## config.mk

```make
export PLATFORM = sky130hd
export DESIGN_NAME = eth_link_speed_detect
export DESIGN_NICKNAME = d
export VERILOG_FILES = /design/src/rtl/eth_speed_pkg.sv /design/src/rtl/eth_link_speed_chan.sv /design/src/rtl/eth_link_speed_detect.sv
export SDC_FILE = /design/constraint.sdc
export NUM_CORES = 1
export LEC_CHECK = 0
export ABC_CLOCK_PERIOD_IN_PS = 4900
export BUFFER_PORTS_ARGS = -buffer_cell sky130_fd_sc_hd__buf_2
export CORE_UTILIZATION = 55
export DETAILED_ROUTE_END_ITERATION = 7
export PLACE_DENSITY = 0.83
export SYNTH_ARGS = -nofsm -noshare
export SYNTH_HDL_FRONTEND = slang
export SYNTH_SLANG_ARGS = --single-unit
```

## constraint.sdc

```tcl
create_clock -name ref_clk -period 4.9 [get_ports ref_clk]
set_input_delay 0.49 -clock ref_clk [delete_from_list [all_inputs] [get_ports ref_clk]]
set_output_delay 0.49 -clock ref_clk [all_outputs]
set_load 0.01 [all_outputs]
```

## src/rtl/eth_speed_pkg.sv

```systemverilog
// Shared speed encoding and window-count classifier for the RGMII link-speed detector.
// Optional hysteresis is selected by ETH_SPEED_DET_HYST_EN in eth_link_speed_chan.
package eth_speed_pkg;

    typedef enum logic [1:0] {
        SPEED_10   = 2'b00,
        SPEED_100  = 2'b01,
        SPEED_1000 = 2'b10
    } eth_speed_e;

    typedef struct packed {
        logic       link;
        eth_speed_e speed;
    } eth_class_t;

    // The speed field is only meaningful when link is set.
    function automatic eth_class_t classify(input int unsigned n,
                                            input int unsigned link_min,
                                            input int unsigned t100,
                                            input int unsigned t1000);
        eth_class_t r;
        r.link = (n >= link_min);
        if (n < t100) begin
            r.speed = SPEED_10;
        end else if (n < t1000) begin
            r.speed = SPEED_100;
        end else begin
            r.speed = SPEED_1000;
        end
        return r;
    endfunction

endpackage

```

## src/rtl/eth_link_speed_chan.sv

```systemverilog
// One channel: toggle detect, saturating toggle count, window classification and output regs.
// ETH_SPEED_DET_HYST_EN adds a candidate/confirm stage in front of the speed register.
module eth_link_speed_chan
    import eth_speed_pkg::*;
#(
    parameter int unsigned CNT_W       = 9,
    parameter int unsigned LINK_MIN    = 2,
    parameter int unsigned THRESH_100  = 16,
    parameter int unsigned THRESH_1000 = 128,
    parameter int unsigned CONFIRM     = 3
) (
    input  logic       clk,
    input  logic       rst_n,
    input  logic       enable,
    input  logic       window_done,
    input  logic       rx_div,
    output logic [1:0] speed,
    output logic       mii_select,
    output logic       link,
    output logic       speed_change
);

    localparam logic [CNT_W-1:0] CNT_MAX = '1;

    logic             last;
    logic             tog;
    logic [CNT_W-1:0] count;
    logic [CNT_W-1:0] n;
    eth_class_t       cls;
    eth_speed_e       speed_q;
    eth_speed_e       next_speed;

    assign tog = rx_div ^ last;
    // n includes this cycle's toggle, so a toggle on the closing cycle counts in that window.
    assign n   = (tog && (count != CNT_MAX)) ? count + CNT_W'(1) : count;
    assign cls = classify(32'(n), LINK_MIN, THRESH_100, THRESH_1000);

`ifdef ETH_SPEED_DET_HYST_EN
    localparam int unsigned          CONF_W   = $clog2(CONFIRM + 1);
    localparam logic [CONF_W-1:0]    CONF_MAX = CONF_W'(CONFIRM);

    eth_speed_e        cand;
    logic [CONF_W-1:0] conf;
    logic [CONF_W-1:0] conf_next;

    always_comb begin
        conf_next  = CONF_W'(1);
        next_speed = speed_q;
        if (cls.speed == cand) begin
            conf_next = (conf == CONF_MAX) ? conf : conf + CONF_W'(1);
        end
        if (conf_next == CONF_MAX) begin
            next_speed = cls.speed;
        end
    end

    always_ff @(posedge clk or negedge rst_n) begin
        if (!rst_n) begin
            cand <= SPEED_10;
            conf <= '0;
        end else if (window_done) begin
            if (cls.link) begin
                cand <= cls.speed;
                conf <= conf_next;
            end else begin
                cand <= SPEED_10;
                conf <= '0;
            end
        end
    end
`else
    // Without hysteresis every linked window takes effect; CONFIRM has no role here.
    logic unused_confirm;
    assign unused_confirm = ^CONFIRM;
    assign next_speed     = cls.speed;
`endif

    always_ff @(posedge clk or negedge rst_n) begin
        if (!rst_n) begin
            last         <= 1'b0;
            count        <= '0;
            speed_q      <= SPEED_1000;
            mii_select   <= 1'b0;
            link         <= 1'b0;
            speed_change <= 1'b0;
        end else begin
            last         <= rx_div;
            speed_change <= 1'b0;
            if (!enable) begin
                count <= '0;
            end else if (window_done) begin
                count        <= '0;
                link         <= cls.link;
                speed_change <= (cls.link != link) || (cls.link && (next_speed != speed_q));
                // No-link windows leave the last known speed in place.
                if (cls.link) begin
                    speed_q    <= next_speed;
                    mii_select <= (next_speed != SPEED_1000);
                end
            end else begin
                count <= n;
            end
        end
    end

    assign speed = speed_q;

endmodule

```

## src/rtl/eth_link_speed_detect.sv

```systemverilog
// Multi-channel RGMII link-speed classifier: shared measurement window plus one eth_link_speed_chan
// per port. Hysteresis on speed updates is enabled by defining ETH_SPEED_DET_HYST_EN.
module eth_link_speed_detect
    import eth_speed_pkg::*;
#(
    parameter int unsigned CHANNELS      = 1,
    parameter int unsigned WINDOW_CYCLES = 1024,
    parameter int unsigned CNT_W         = 9,
    parameter int unsigned LINK_MIN      = 2,
    parameter int unsigned THRESH_100    = 16,
    parameter int unsigned THRESH_1000   = 128,
    parameter int unsigned CONFIRM       = 3
) (
    input  logic                    ref_clk,
    input  logic                    ref_rst_n,
    input  logic                    enable_i,
    input  logic [CHANNELS-1:0]     rx_div_i,
    output logic [2*CHANNELS-1:0]   speed_o,
    output logic [CHANNELS-1:0]     mii_select_o,
    output logic [CHANNELS-1:0]     link_o,
    output logic [CHANNELS-1:0]     speed_change_o,
    output logic                    window_done_o
);

    localparam int unsigned      WC_W    = $clog2(WINDOW_CYCLES);
    localparam logic [WC_W-1:0]  WC_LAST = WC_W'(WINDOW_CYCLES - 1);

    logic [WC_W-1:0] wc;
    logic            window_done;

    assign window_done   = enable_i && (wc == WC_LAST);
    assign window_done_o = window_done;

    // Dropping enable restarts the window from zero rather than pausing it.
    always_ff @(posedge ref_clk or negedge ref_rst_n) begin
        if (!ref_rst_n) begin
            wc <= '0;
        end else if (!enable_i || window_done) begin
            wc <= '0;
        end else begin
            wc <= wc + WC_W'(1);
        end
    end

    for (genvar c = 0; c < CHANNELS; c++) begin : g_chan
        eth_link_speed_chan #(
            .CNT_W       (CNT_W),
            .LINK_MIN    (LINK_MIN),
            .THRESH_100  (THRESH_100),
            .THRESH_1000 (THRESH_1000),
            .CONFIRM     (CONFIRM)
        ) u_chan (
            .clk          (ref_clk),
            .rst_n        (ref_rst_n),
            .enable       (enable_i),
            .window_done  (window_done),
            .rx_div       (rx_div_i[c]),
            .speed        (speed_o[2*c +: 2]),
            .mii_select   (mii_select_o[c]),
            .link         (link_o[c]),
            .speed_change (speed_change_o[c])
        );
    end

endmodule

```

After elaboration in Yosys (flattened, before gate mapping) --
Cells that the tools add are included. W data, S select, Z words.
Storage, ports and cells: register bits after elaboration 25, bits of input ports 4, output and inout port bits 6
Cells by class: $add $sub $neg 2, order comparisons 3, equal/unequal tests 5, multiplexer cells 8, bitwise logic cells 1, reduce and logical (&&, ||, !) cells 8
Operators with widths (count):
- $mux W9 | 3
- $add A10 B1 Y10 const B | 1
- $eq A10 B10 Y1 const B | 1
- $mux W10 | 1
- $add A9 B1 Y9 const B | 1
- $ge A9 B2 Y1 const B | 1
- $lt A9 B5 Y1 const B | 1
- $lt A9 B8 Y1 const B | 1
- $ne A9 B9 Y1 const B | 1
- $mux W2 | 2
- $logic_and A1 B1 Y1 | 3
- $reduce_and A3 Y1 | 1
- $logic_or A1 B1 Y1 | 2
- $mux W1 | 2
- $ne A2 B2 Y1 | 1
- $ne A2 B2 Y1 const B | 1
- $reduce_and A2 Y1 | 1
- $logic_not A1 Y1 | 1
- $ne A1 B1 Y1 | 1
- $xor A1 B1 Y1 | 1

Logic depth before layout (Yosys ltp) --
Gate-level depths: netlist of the first run.
depth in word-level cells 11, mapped depth 9

By module --
Synthesis of the first run repeated with hierarchy kept, for this count alone.
Unflattened totals: cells, all modules 139, area total of the unflattened synthesis 1356.3 um^2
By module, submodules not included:
- eth_link_speed_chan | times used 1, cells an instance 88, area an instance 863.3 um^2, seq. area each 376.6 um^2
- eth_link_speed_detect | times used 1, cells an instance 51, area an instance 493.0 um^2, seq. area each 250.2 um^2

Worst setup path before layout of the first run --
No wires, ideal clock.
kind flip-flop to flip-flop, from register g_chan[0].u_chan.count[0], to register g_chan[0].u_chan.speed_change, data arrival time 2.328 ns, required time 4.806 ns, setup slack 2.478 ns, cell stages (with the launch flop) 10, path buffers 0, cells stage by stage dfrtp_1 ha_1 nand2_1 nor2_1 ha_1 nor4b_4 mux2i_1 nor2_1 mux2_2 a221oi_2
Between the ends: cells in the longest elaborated chain, start to end 11, elaborated cells between the ends (all ways) 15
RTL lines:
- start: declaration | line eth_link_speed_chan.sv:27 | logic [CNT_W-1:0] count;
- start signal: assignment | line eth_link_speed_chan.sv:101 | count <= n;
- branches (longest 2 deep; another with $add A9 B1 Y9)
- $mux W9 * | line eth_link_speed_chan.sv:35 | assign n = (tog && (count != CNT_MAX)) ? count + CNT_W'(1) : count;
- $lt A9 B8 Y1 | line eth_speed_pkg.sv:25 | end else if (n < t1000) begin
- $mux W2 | line eth_speed_pkg.sv:25
- $mux W2 | line eth_speed_pkg.sv:23 | if (n < t100) begin
- $ne A2 B2 Y1 | line eth_link_speed_chan.sv:94 | speed_change <= (cls.link != link) || (cls.link && (next_speed != speed_q));
- $logic_and A1 B1 Y1 | line eth_link_speed_chan.sv:94
- $logic_or A1 B1 Y1 * | line eth_link_speed_chan.sv:94
- $mux W1 * | line eth_link_speed_chan.sv:91 | end else if (window_done) begin
- $mux W1 * | line eth_link_speed_chan.sv:89 | if (!enable) begin
- end signal: assignment | line eth_link_speed_chan.sv:94
- end: declaration | line eth_link_speed_chan.sv:20 | output logic speed_change
Every way passes the cells marked *. A chain may end at the register's enable or synchronous reset.

Worst setup path in the final report of the first run --
Ends and elaborated chain as after synthesis.

==> results.sh, run 1 <==
export IMPL_yosysUniqueCellTypes=43
export IMPL_grt_pass1_vias=962
export IMPL_grt_pass1_wl_um=4250
export IMPL_crit_buf_inv=0
export IMPL_min_path_type="primary input to async pin"
export IMPL_drc=0
export IMPL_routedWlPerCell_um=14.5
export IMPL_status="finished, final reports clean"
export IMPL_worstPathMaxFanout=6
export IMPL_pre_cts_slack_ns=2.20
export IMPL_drv_cap=0
export IMPL_final_setup_tns_ns=0
export IMPL_p_int_uw=262
export IMPL_setup_viol_count_final=0
export IMPL_syn_area_um2=1390
export IMPL_cts_setup_buffers=0
export IMPL_first_iter_violations=20
export IMPL_fp_dieH_um=52.3
export IMPL_drv_slew=0
export IMPL_post_route_min_period_ns=2.77
export IMPL_hpwl_um=1780
export IMPL_cts_resized=0
export IMPL_async_flop_share=1.00
export IMPL_clockBufferDepth=2
export IMPL_layout_setup_ws_ns=2.13
export IMPL_cts_tree="done"
export IMPL_seq_area_um2=627
export IMPL_drt_pass1_iterations=4
export IMPL_ys_warn_count=0
export IMPL_vias=1055
export IMPL_cpLargestDelayFamily="simple AND/OR/NAND/NOR gates"
export IMPL_netlist_instances=140
export IMPL_pwr_density_cell_nw_per_um2=244
export IMPL_final_hold_viol_count=0
export IMPL_nFillCells=187
export IMPL_drive_gt1_frac=0.173
export IMPL_grt_use_total=0.212
export IMPL_power_frac_seq=0.600
export IMPL_place_gp_congestion=0.831
export IMPL_skew_ns=0.00917
export IMPL_grt_max_degree=26
export IMPL_irDropWorstVdd_mv=0.254
export IMPL_cts_sinks=25
export IMPL_fin_crit_sh=0.566
export IMPL_avgSynthCellArea_um2=9.96
export IMPL_worst_slew_pin_slew_ns=0.677
export IMPL_ys_flop_type="dfrtp_1"
export IMPL_cp_end_kind="flop"
export IMPL_p_comb_frac=0.140
export IMPL_synth_edf_count=0
export IMPL_relSlewSlack=0.549
export IMPL_die_w_um=52.3
export IMPL_cts_clk_slew_worst_paths_ns=0.14
export IMPL_antenna_found_initial=0
export IMPL_arrival_ns=3.02
export IMPL_crit_type="flop to flop"
export IMPL_cts_buffers=3
export IMPL_htreeDepth=1
export IMPL_pwr_share_clk=0.259
export IMPL_synth_seq_cells=25
export IMPL_critPathLaunchType="flop"
export IMPL_leakage_uw=0.000659
export IMPL_clk_latency_ns=0.32
export IMPL_portBuffers=9
export IMPL_start_util=0.607
export IMPL_viasPerCell=5.93
export IMPL_worst_path_max_delay_cell="dfrtp_1"
export IMPL_drt_total_wl_um=2590
export IMPL_overflow=0
export IMPL_finalNetCount=158
export IMPL_fmax_ghz=0.361
export IMPL_multi_input_area_um2=736
export IMPL_num_io_pins=10
export IMPL_rows=17
export IMPL_crit_chain="ha_1 -> nand2_1 -> nor2_1 -> ha_1 -> nor4b_4 -> mux2i_1 -> nor2_1 -> mux2_2 -> a221oi_2"
export IMPL_crit_required_ns=5.15
export IMPL_clockRootBuffer="clkbuf_4"
export IMPL_syn2layout_area_growth_pct=6.28
export IMPL_syn_nets=147
export IMPL_max_stage_delay_ns=0.46
export IMPL_n_antenna_cell=0
export IMPL_core_region_area_um2=2300
export IMPL_holdWs_ns=0.121
export IMPL_ys_seq_area_frac=0.450
export IMPL_holdBufCountCts=0
export IMPL_die_area_um2=2740
export IMPL_final_antenna_net_count=0
export IMPL_rsz0062_at_grt="no"
export IMPL_switching_share=0.276
export IMPL_p_sw_uw=100
-- through the flow --
stage | cells | power (µW) | util | cell area [µm²]
after detailed placement | 174 | 271 | 0.633 | 1450
after global routing | 178 | 378 | 0.645 | 1480
after global placement | 174 | 269 | 0.633 | 1450
after CTS | 178 | 360 | 0.645 | 1480
final | 178 | 362 | 0.645 | 1480
after floorplan | 140 | 257 | - | 1390
-- cells by family (layout without fill, tap and decap cells) --
kind of cell | Yosys count | in the layout | share of synthesized area
AOI/OAI and AO/OA | 20 | 20 | 0.117
DFF | 25 | 25 | 0.450
buffers and inverters | 6 | 16 | 0.0224
muxes | 2 | 2 | 0.0153
and+or+nand+nor | 68 | 68 | 0.263
adders and majority gates | 3 | 3 | 0.0269
xor gates and xnor gates | 16 | 16 | 0.106
-- Yosys cell counts, types with 2 or more instances --
master | count | area (µm²)
o311a_1 | 2 | 20.0
or3_1 | 2 | 12.5
inv_1 | 2 | 7.51
and3_1 | 7 | 43.8
xor2_1 | 5 | 43.8
nand3_1 | 7 | 35.0
dfrtp_1 | 24 | 601
nand2_1 | 12 | 45.0
nor2_1 | 28 | 105
a21oi_1 | 3 | 15.0
nor3_1 | 2 | 10.0
xnor2_1 | 10 | 87.6
o21ai_1 | 4 | 20.0
ha_1 | 3 | 37.5
-- final timing paths --
check                           slack [ns]                       endpoint                      start  cells after the start
min in group ref_clk                  0.31          g_chan[0].u_chan.last                   rx_div_i                      1
worst min register to register        0.50                          wc[0]                      wc[0]                      1
worst min-delay path                  0.12          g_chan[0].u_chan.link                  ref_rst_n                      1
worst max-delay path                  2.13  g_chan[0].u_chan.speed_change  g_chan[0].u_chan.count[0]                      9
worst max register to register        2.13  g_chan[0].u_chan.speed_change  g_chan[0].u_chan.count[0]                      9
max in group asynchronous             4.41      g_chan[0].u_chan.count[6]                  ref_rst_n                      1
-- cell usage in the layout (no fill, tap or decap), types with 2 or more instances in the layout --
cell	instances
nor2_1	28
dfrtp_1	24
nand2_1	12
xnor2_1	10
buf_2	9
and3_1	7
nand3_1	7
xor2_1	5
o21ai_1	4
a21oi_1	3
ha_1	3
clkbuf_4	3
nor3_1	2
inv_1	2
or3_1	2
o311a_1	2
-- state kept, by name, summed over array words and instances, names as in the netlist --
signal and cells:
g_chan.u_chan.mii_select 1, wc 10, g_chan.u_chan.count 9, g_chan.u_chan.speed 2, g_chan.u_chan.link 1, g_chan.u_chan.last 1, g_chan.u_chan.speed_change 1
-- layout make-up --
class / count / share of cell area
timing repair buffer: 9 / 0.0304
tap: 28 / 0.0236
multi-input combinational: 109 / 0.497
sequential: 25 / 0.423
clock buffer: 3 / 0.0152
clock inverter: 1 / 0.00338
inverter: 3 / 0.00760
-- power by group through the flow --
stage	combinational [µW]	sequential, µW	clock (µW)
2_1_floorplan	37.7	220	0
3_3_place_gp	48.6	220	0
3_5_place_dp	49.8	221	0
4_1_cts	50.5	217	92.3
5_1_grt	56.1	218	104
6_report	50.8	217	93.9
-- per-layer routing --
layer | global-route usage | vias to the layer above | wire length, µm
met4 | 0.0570 | 0 | 19
met5 | 0 | - | 0
li1 | - | 514 | -
met1 | 0.271 | 508 | 1180
met2 | 0.352 | 29 | 1290
met3 | 0.0551 | 4 | 105
Power figures use the tool's default switching activity.
==> inputs of run 2 (changes only) <==
ABC_CLOCK_PERIOD_IN_PS = 2300   (was 4900)
CORE_UTILIZATION = 53   (was 55)
clock period = 2.3 ns   (was 4.9 ns; I/O delays follow)
==> run 2 against run 1 <==
Against the previous run:
- final cell count rose by 10%
- worst hold slack got worse by 0.075 ns
- die area rose by 3.6%
- sequential share of layout area fell by 4.9 points
==> results.sh, run 2 (synthesis gave the netlist of run 1 again) <==
export IMPL_rows=18
export IMPL_routedWlPerCell_um=14.3
export IMPL_worst_path_max_delay_cell="or4b_4"
export IMPL_htreeDepth=1
export IMPL_fin_area_um2=1680
export IMPL_r2r_start="g_chan[0].u_chan.count[0]"
export IMPL_drc=0
export IMPL_clk_latency_ns=0.32
export IMPL_fin_crit_sh=0.996
export IMPL_reg2reg_depth=7
export IMPL_skew_ns=0.00289
export IMPL_cts_clk_slew_worst_paths_ns=0.14
export IMPL_arrival_ns=2.54
export IMPL_clockRootBuffer="clkbuf_4"
export IMPL_status="finished, final reports clean"
export IMPL_grt_pass1_vias=1060
export IMPL_portBuffers=9
export IMPL_fp_dieH_um=53.3
export IMPL_viasPerCell=5.61
export IMPL_critPathLaunchType="flop"
export IMPL_start_util=0.563
export IMPL_min_to="g_chan[0].u_chan.last"
export IMPL_core_region_area_um2=2480
export IMPL_crit_chain="ha_4 -> or4b_4 -> nor4_4 -> a211oi_2 -> nor4bb_2 -> mux2_4 -> a221oi_2"
export IMPL_clockBufferDepth=2
export IMPL_n_antenna_cell=0
export IMPL_max_stage_delay_ns=0.55
export IMPL_final_util=0.676
export IMPL_post_route_min_period_ns=2.29
export IMPL_drt_pass1_iterations=4
export IMPL_hpwl_um=1950
export IMPL_drive_gt1_frac=0.301
export IMPL_grt_max_degree=26
export IMPL_rsz0062_at_grt="yes"
export IMPL_finalNetCount=174
export IMPL_cts_tree="done"
export IMPL_cts_sinks=25
export IMPL_grt_use_total=0.221
export IMPL_worst_slew_pin_slew_ns=0.558
export IMPL_grt_pass1_wl_um=4500
export IMPL_final_antenna_net_count=0
export IMPL_num_io_pins=10
export IMPL_first_iter_violations=53
export IMPL_min_path_type="primary input to flop"
export IMPL_syn2layout_area_growth_pct=20.2
export IMPL_final_common_cell="nor2_1"
export IMPL_place_gp_congestion=0.818
export IMPL_drv_slew=0
export IMPL_setup_viol_count_final=0
export IMPL_crit_type="flop to flop"
export IMPL_irDropWorstVdd_mv=0.321
export IMPL_hold_start="rx_div_i"
export IMPL_leakage_uw=0.000732
export IMPL_fmax_ghz=0.436
export IMPL_die_w_um=53.3
export IMPL_overflow=0
export IMPL_pwr_density_cell_nw_per_um2=481
export IMPL_antenna_found_initial=0
export IMPL_relSlewSlack=0.628
export IMPL_largest_reg_flops=10
export IMPL_dp_cells=188
export IMPL_worstHoldPathCells=1
export IMPL_drv_cap=0
export IMPL_cp_end_kind="flop"
export IMPL_holdWs_ns=0.0460
export IMPL_r2r_end="g_chan[0].u_chan.speed_change"
export IMPL_mostFrequentLayoutCells="nor2_1, dfrtp_1, buf_4"
export IMPL_cts_buffers=3
export IMPL_r2r_setup_slack_ns=0.009
export IMPL_instances_no_fill=196
export IMPL_crit_required_ns=2.55
export IMPL_die_area_um2=2840
export IMPL_final_hold_viol_count=0
export IMPL_drt_total_wl_um=2810
export IMPL_top_register="wc"
export IMPL_startpoint="g_chan[0].u_chan.count[0]"
export IMPL_place_area_um2=1550
export IMPL_worstPathMaxFanout=4
export IMPL_vias=1099
==> run 2: critical path, delay by kind of cell (launching register included) <==
kind,cells,cell delay (ns)
fa+ha+maj,1,0.26
simple gates,3,0.93
mux,1,0.28
flops,1,0.44
compound gates,2,0.32
==> run 2: final cells by class <==
class	instances	area (µm²)
repair buffers	25	168
inverters	3	11.3
clock inverters	1	7.51
clock buffers	3	22.5
multi-input cells	109	802
fillers	187	802
flip-flops and latches	25	627
well taps	30	37.5
==> run 2: through the flow <==
stage | setup slack (ns) | power [µW] | TNS (ns)
floorplan | 0.0131 | 550 | 0
global placement | 0.0893 | 589 | 0
detailed placement | 0.00814 | 593 | 0
CTS | 0.00176 | 803 | 0
global route | -0.0671 | 845 | -0.0671
finish | 0.00852 | 806 | 0
==> run 2: what timing repair did <==
| action | CTS | global route |
|---|---|---|
| endpoints found under the setup margin | 1 | 4 |
| gates resized for setup | 2 | 8 |
| pin swaps | 3 | 4 |
| hold buffers | 1 | 0 |
| cloned | 0 | 0 |
| endpoints found under the hold margin | 24 | 0 |
| buffers inserted | 2 | 1 |
==> run 2: report_power, final <==
group	total (µW)	switching, µW	leakage, µW	internal (µW)
sequential	460	10.5	0.000339	450
clock	205	139	0.0000139	66.6
combinational	140	74.2	0.000379	65.6
==> run 2: worst max path at each step <==
stage,to,cells after the start,slack [ns]
final,g_chan[0].u_chan.speed_change,7,0.009
after global routing,g_chan[0].u_chan.speed_change,7,-0.07
after CTS,g_chan[0].u_chan.speed_change,9,0.002
after detailed placement,g_chan[0].u_chan.speed_change,9,0.008
after global placement,g_chan[0].u_chan.speed_change,9,0.09
after floorplan,g_chan[0].u_chan.speed_change,9,0.01
==> run 2: metal layers <==
metal,wire length [µm],share of wire,up-vias,GRT usage
met1,1320,0.47,522,0.269
li1,-,-,544,-
met3,106,0.038,5,0.0287
met2,1330,0.47,28,0.367
met5,0,0,-,0
met4,47,0.017,0,0.127
==> inputs of run 3 (changes only) <==
==> constraint.sdc (replaced) <==
create_clock -name ref_clk -period 2.3 [get_ports ref_clk]
set_input_delay 0.345 -clock ref_clk [delete_from_list [all_inputs] [get_ports ref_clk]]
set_output_delay 0.345 -clock ref_clk [all_outputs]
set_load 0.01 [all_outputs]
==> run 3 against run 2 <==
Against the previous run:
- the run now ends with negative setup slack left
- worst hold slack better by 0.12 ns
- highest routed layer unchanged
- maximum frequency shrank 3.6%
- first-iteration DRC count fell by 47%
- final cell count up 0.51%
- largest power group unchanged
- flip-flop and latch count is the same
- non-clock buffer count increased by 1
- largest cell class unchanged
- die area did not move
==> results.sh, run 3 (synthesis gave the netlist of run 1 again) <==
export IMPL_crit_required_ns=2.55
export IMPL_clockRootBuffer="clkbuf_4"
export IMPL_antenna_found_initial=0
export IMPL_start_util=0.563
export IMPL_cts_sinks=25
export IMPL_htreeDepth=1
export IMPL_drive_gt1_frac=0.311
export IMPL_cts_buffers=3
export IMPL_viasPerCell=5.74
export IMPL_top_register="wc"
export IMPL_mostFrequentLayoutCells="nor2_1, dfrtp_1, buf_4"
export IMPL_drt_pass1_iterations=4
export IMPL_p_sw_uw=224
export IMPL_irDropWorstVdd_mv=0.323
export IMPL_p_int_uw=580
export IMPL_grt_use_total=0.215
export IMPL_power_frac_seq=0.572
export IMPL_violations="negative setup slack"
export IMPL_fp_dieH_um=53.3
export IMPL_crit_type="flop to flop"
export IMPL_cp_end_kind="flop"
export IMPL_drv_cap=0
export IMPL_arrival_ns=2.62
export IMPL_holdWs_ns=0.165
export IMPL_crit_chain="ha_4 -> nand2_2 -> nor2_2 -> ha_4 -> nor4b_4 -> mux2i_1 -> nor2_1 -> mux2_4 -> a221oi_2"
export IMPL_clockBufferDepth=2
export IMPL_fin_crit_sh=1.03
export IMPL_die_w_um=53.3
export IMPL_portBuffers=9
export IMPL_drv_slew=0
export IMPL_hpwl_um=1950
export IMPL_final_hold_viol_count=0
export IMPL_cts_clk_slew_worst_paths_ns=0.14
export IMPL_path_common_cell="ha_4"
export IMPL_die_area_um2=2840
export IMPL_syn2layout_area_growth_pct=20.1
export IMPL_status="finished, violations left"
export IMPL_worst_slew_pin_slew_ns=0.562
export IMPL_rsz0062_at_grt="yes"
export IMPL_pre_cts_slack_ns=0.00814
export IMPL_overflow=0
export IMPL_p_comb_frac=0.172
export IMPL_rows=18
export IMPL_fmax_ghz=0.421
export IMPL_critPathLaunchType="flop"
export IMPL_drt_total_wl_um=3000
export IMPL_num_io_pins=10
export IMPL_largest_reg_flops=10
export IMPL_grt_max_degree=26
export IMPL_worstPathMaxFanout=6
export IMPL_min_path_type="primary input to flop"
export IMPL_core_region_area_um2=2480
export IMPL_nFillCells=190
export IMPL_switching_share=0.279
export IMPL_pwr_share_clk=0.255
export IMPL_fin_area_um2=1670
export IMPL_place_area_um2=1550
export IMPL_first_iter_violations=28
export IMPL_grt_pass1_vias=1026
export IMPL_final_antenna_net_count=0
export IMPL_pwr_density_cell_nw_per_um2=480
export IMPL_crit_buf_inv=0
export IMPL_skew_ns=0.00354
export IMPL_cpLargestDelayFamily="multiplexers"
export IMPL_relSlewSlack=0.626
export IMPL_cts_tree="done"
export IMPL_finalNetCount=175
export IMPL_leakage_uw=0.000741
export IMPL_r2r_setup_slack_ns=-0.08
export IMPL_drc=0
export IMPL_setup_viol_count_final=1
export IMPL_finalPower_uw=804
export IMPL_clk_latency_ns=0.32
export IMPL_max_stage_delay_ns=0.44
export IMPL_worst_path_max_delay_cell="dfrtp_1"
export IMPL_final_common_cell="nor2_1"
export IMPL_vias=1130
export IMPL_layout_setup_ws_ns=-0.0769
export IMPL_grt_pass1_wl_um=4380
export IMPL_place_gp_congestion=0.818
export IMPL_routedWlPerCell_um=15.2
export IMPL_n_antenna_cell=0
export IMPL_post_route_min_period_ns=2.38
==> run 3: changes by cell type in the layout (fill, tap and decap cells not counted), sizes merged <==
cell | previous run | this run
buf | 24 | 25
clkinv | 1 | 0
inv | 2 | 3
==> run 3: cell type report <==
| type | instances | area [µm²] | share of cell area |
|---|---|---|---|
| Tap cell | 30 | 37.5 | 0.0224 |
| Clock buffer | 3 | 22.5 | 0.0135 |
| Multi-Input combinational cell | 109 | 793 | 0.474 |
| Timing Repair Buffer | 26 | 175 | 0.105 |
| Sequential cell | 25 | 627 | 0.374 |
| Clock inverter | 1 | 7.51 | 0.00448 |
| Inverter | 3 | 11.3 | 0.00673 |
==> run 3: metrics by stage <==
stage / setup TNS [ns] / cells / util
3_5_place_dp: 0 / 188 / 0.626
5_1_grt: -0.217 / 197 / 0.676
4_1_cts: -0.00417 / 193 / 0.647
2_1_floorplan: 0 / 140 / -
3_3_place_gp: 0 / 188 / 0.626
6_report: -0.0769 / 197 / 0.676
==> run 3: worst paths after layout <==
path,startpoint,endpoint,depth (start not counted)
min,rx_div_i,g_chan[0].u_chan.last,1
min reg2reg,g_chan[0].u_chan.speed[1],g_chan[0].u_chan.speed[1],2
max reg2reg,g_chan[0].u_chan.count[0],g_chan[0].u_chan.speed_change,9
max,g_chan[0].u_chan.count[0],g_chan[0].u_chan.speed_change,9
max in group asynchronous,ref_rst_n,g_chan[0].u_chan.count[1],2
min in group asynchronous,ref_rst_n,wc[9],2
==> run 3: per-layer routing <==
layer  global-route usage  share of wire  up-vias
met3               0.0259          0.042        7
met5                    0              0        -
met4                0.101          0.020        0
met1                0.264           0.44      543
met2                0.367           0.49       36
li1                     -              -      544
==> run 3: worst register-to-register path, stage by stage, from the launching register on <==
cell and delay [ns]:
dfrtp_1 0.44, ha_4 0.18, nand2_2 0.07, nor2_2 0.05, ha_4 0.18, nor4b_4 0.34, mux2i_1 0.35, nor2_1 0.11
mux2_4 0.32, a221oi_2 0.26
==> run 3: power by group through the flow <==
stage | logic (µW) | clock network [µW] | registers (µW)
2_1_floorplan | 81.2 | 0 | 468
3_3_place_gp | 122 | 0 | 466
3_5_place_dp | 127 | 0 | 467
4_1_cts | 129 | 212 | 458
5_1_grt | 148 | 231 | 462
6_report | 139 | 205 | 460
==> run 3: what timing repair did <==
item / 4_1_cts / 5_1_grt
setup endpoints to repair: 2 / 6
resized for setup: 2 / 9
buffers inserted: 0 / 4
hold endpoints to repair: 24 / 0
hold buffers: 1 / 0
pin swaps: 1 / 5
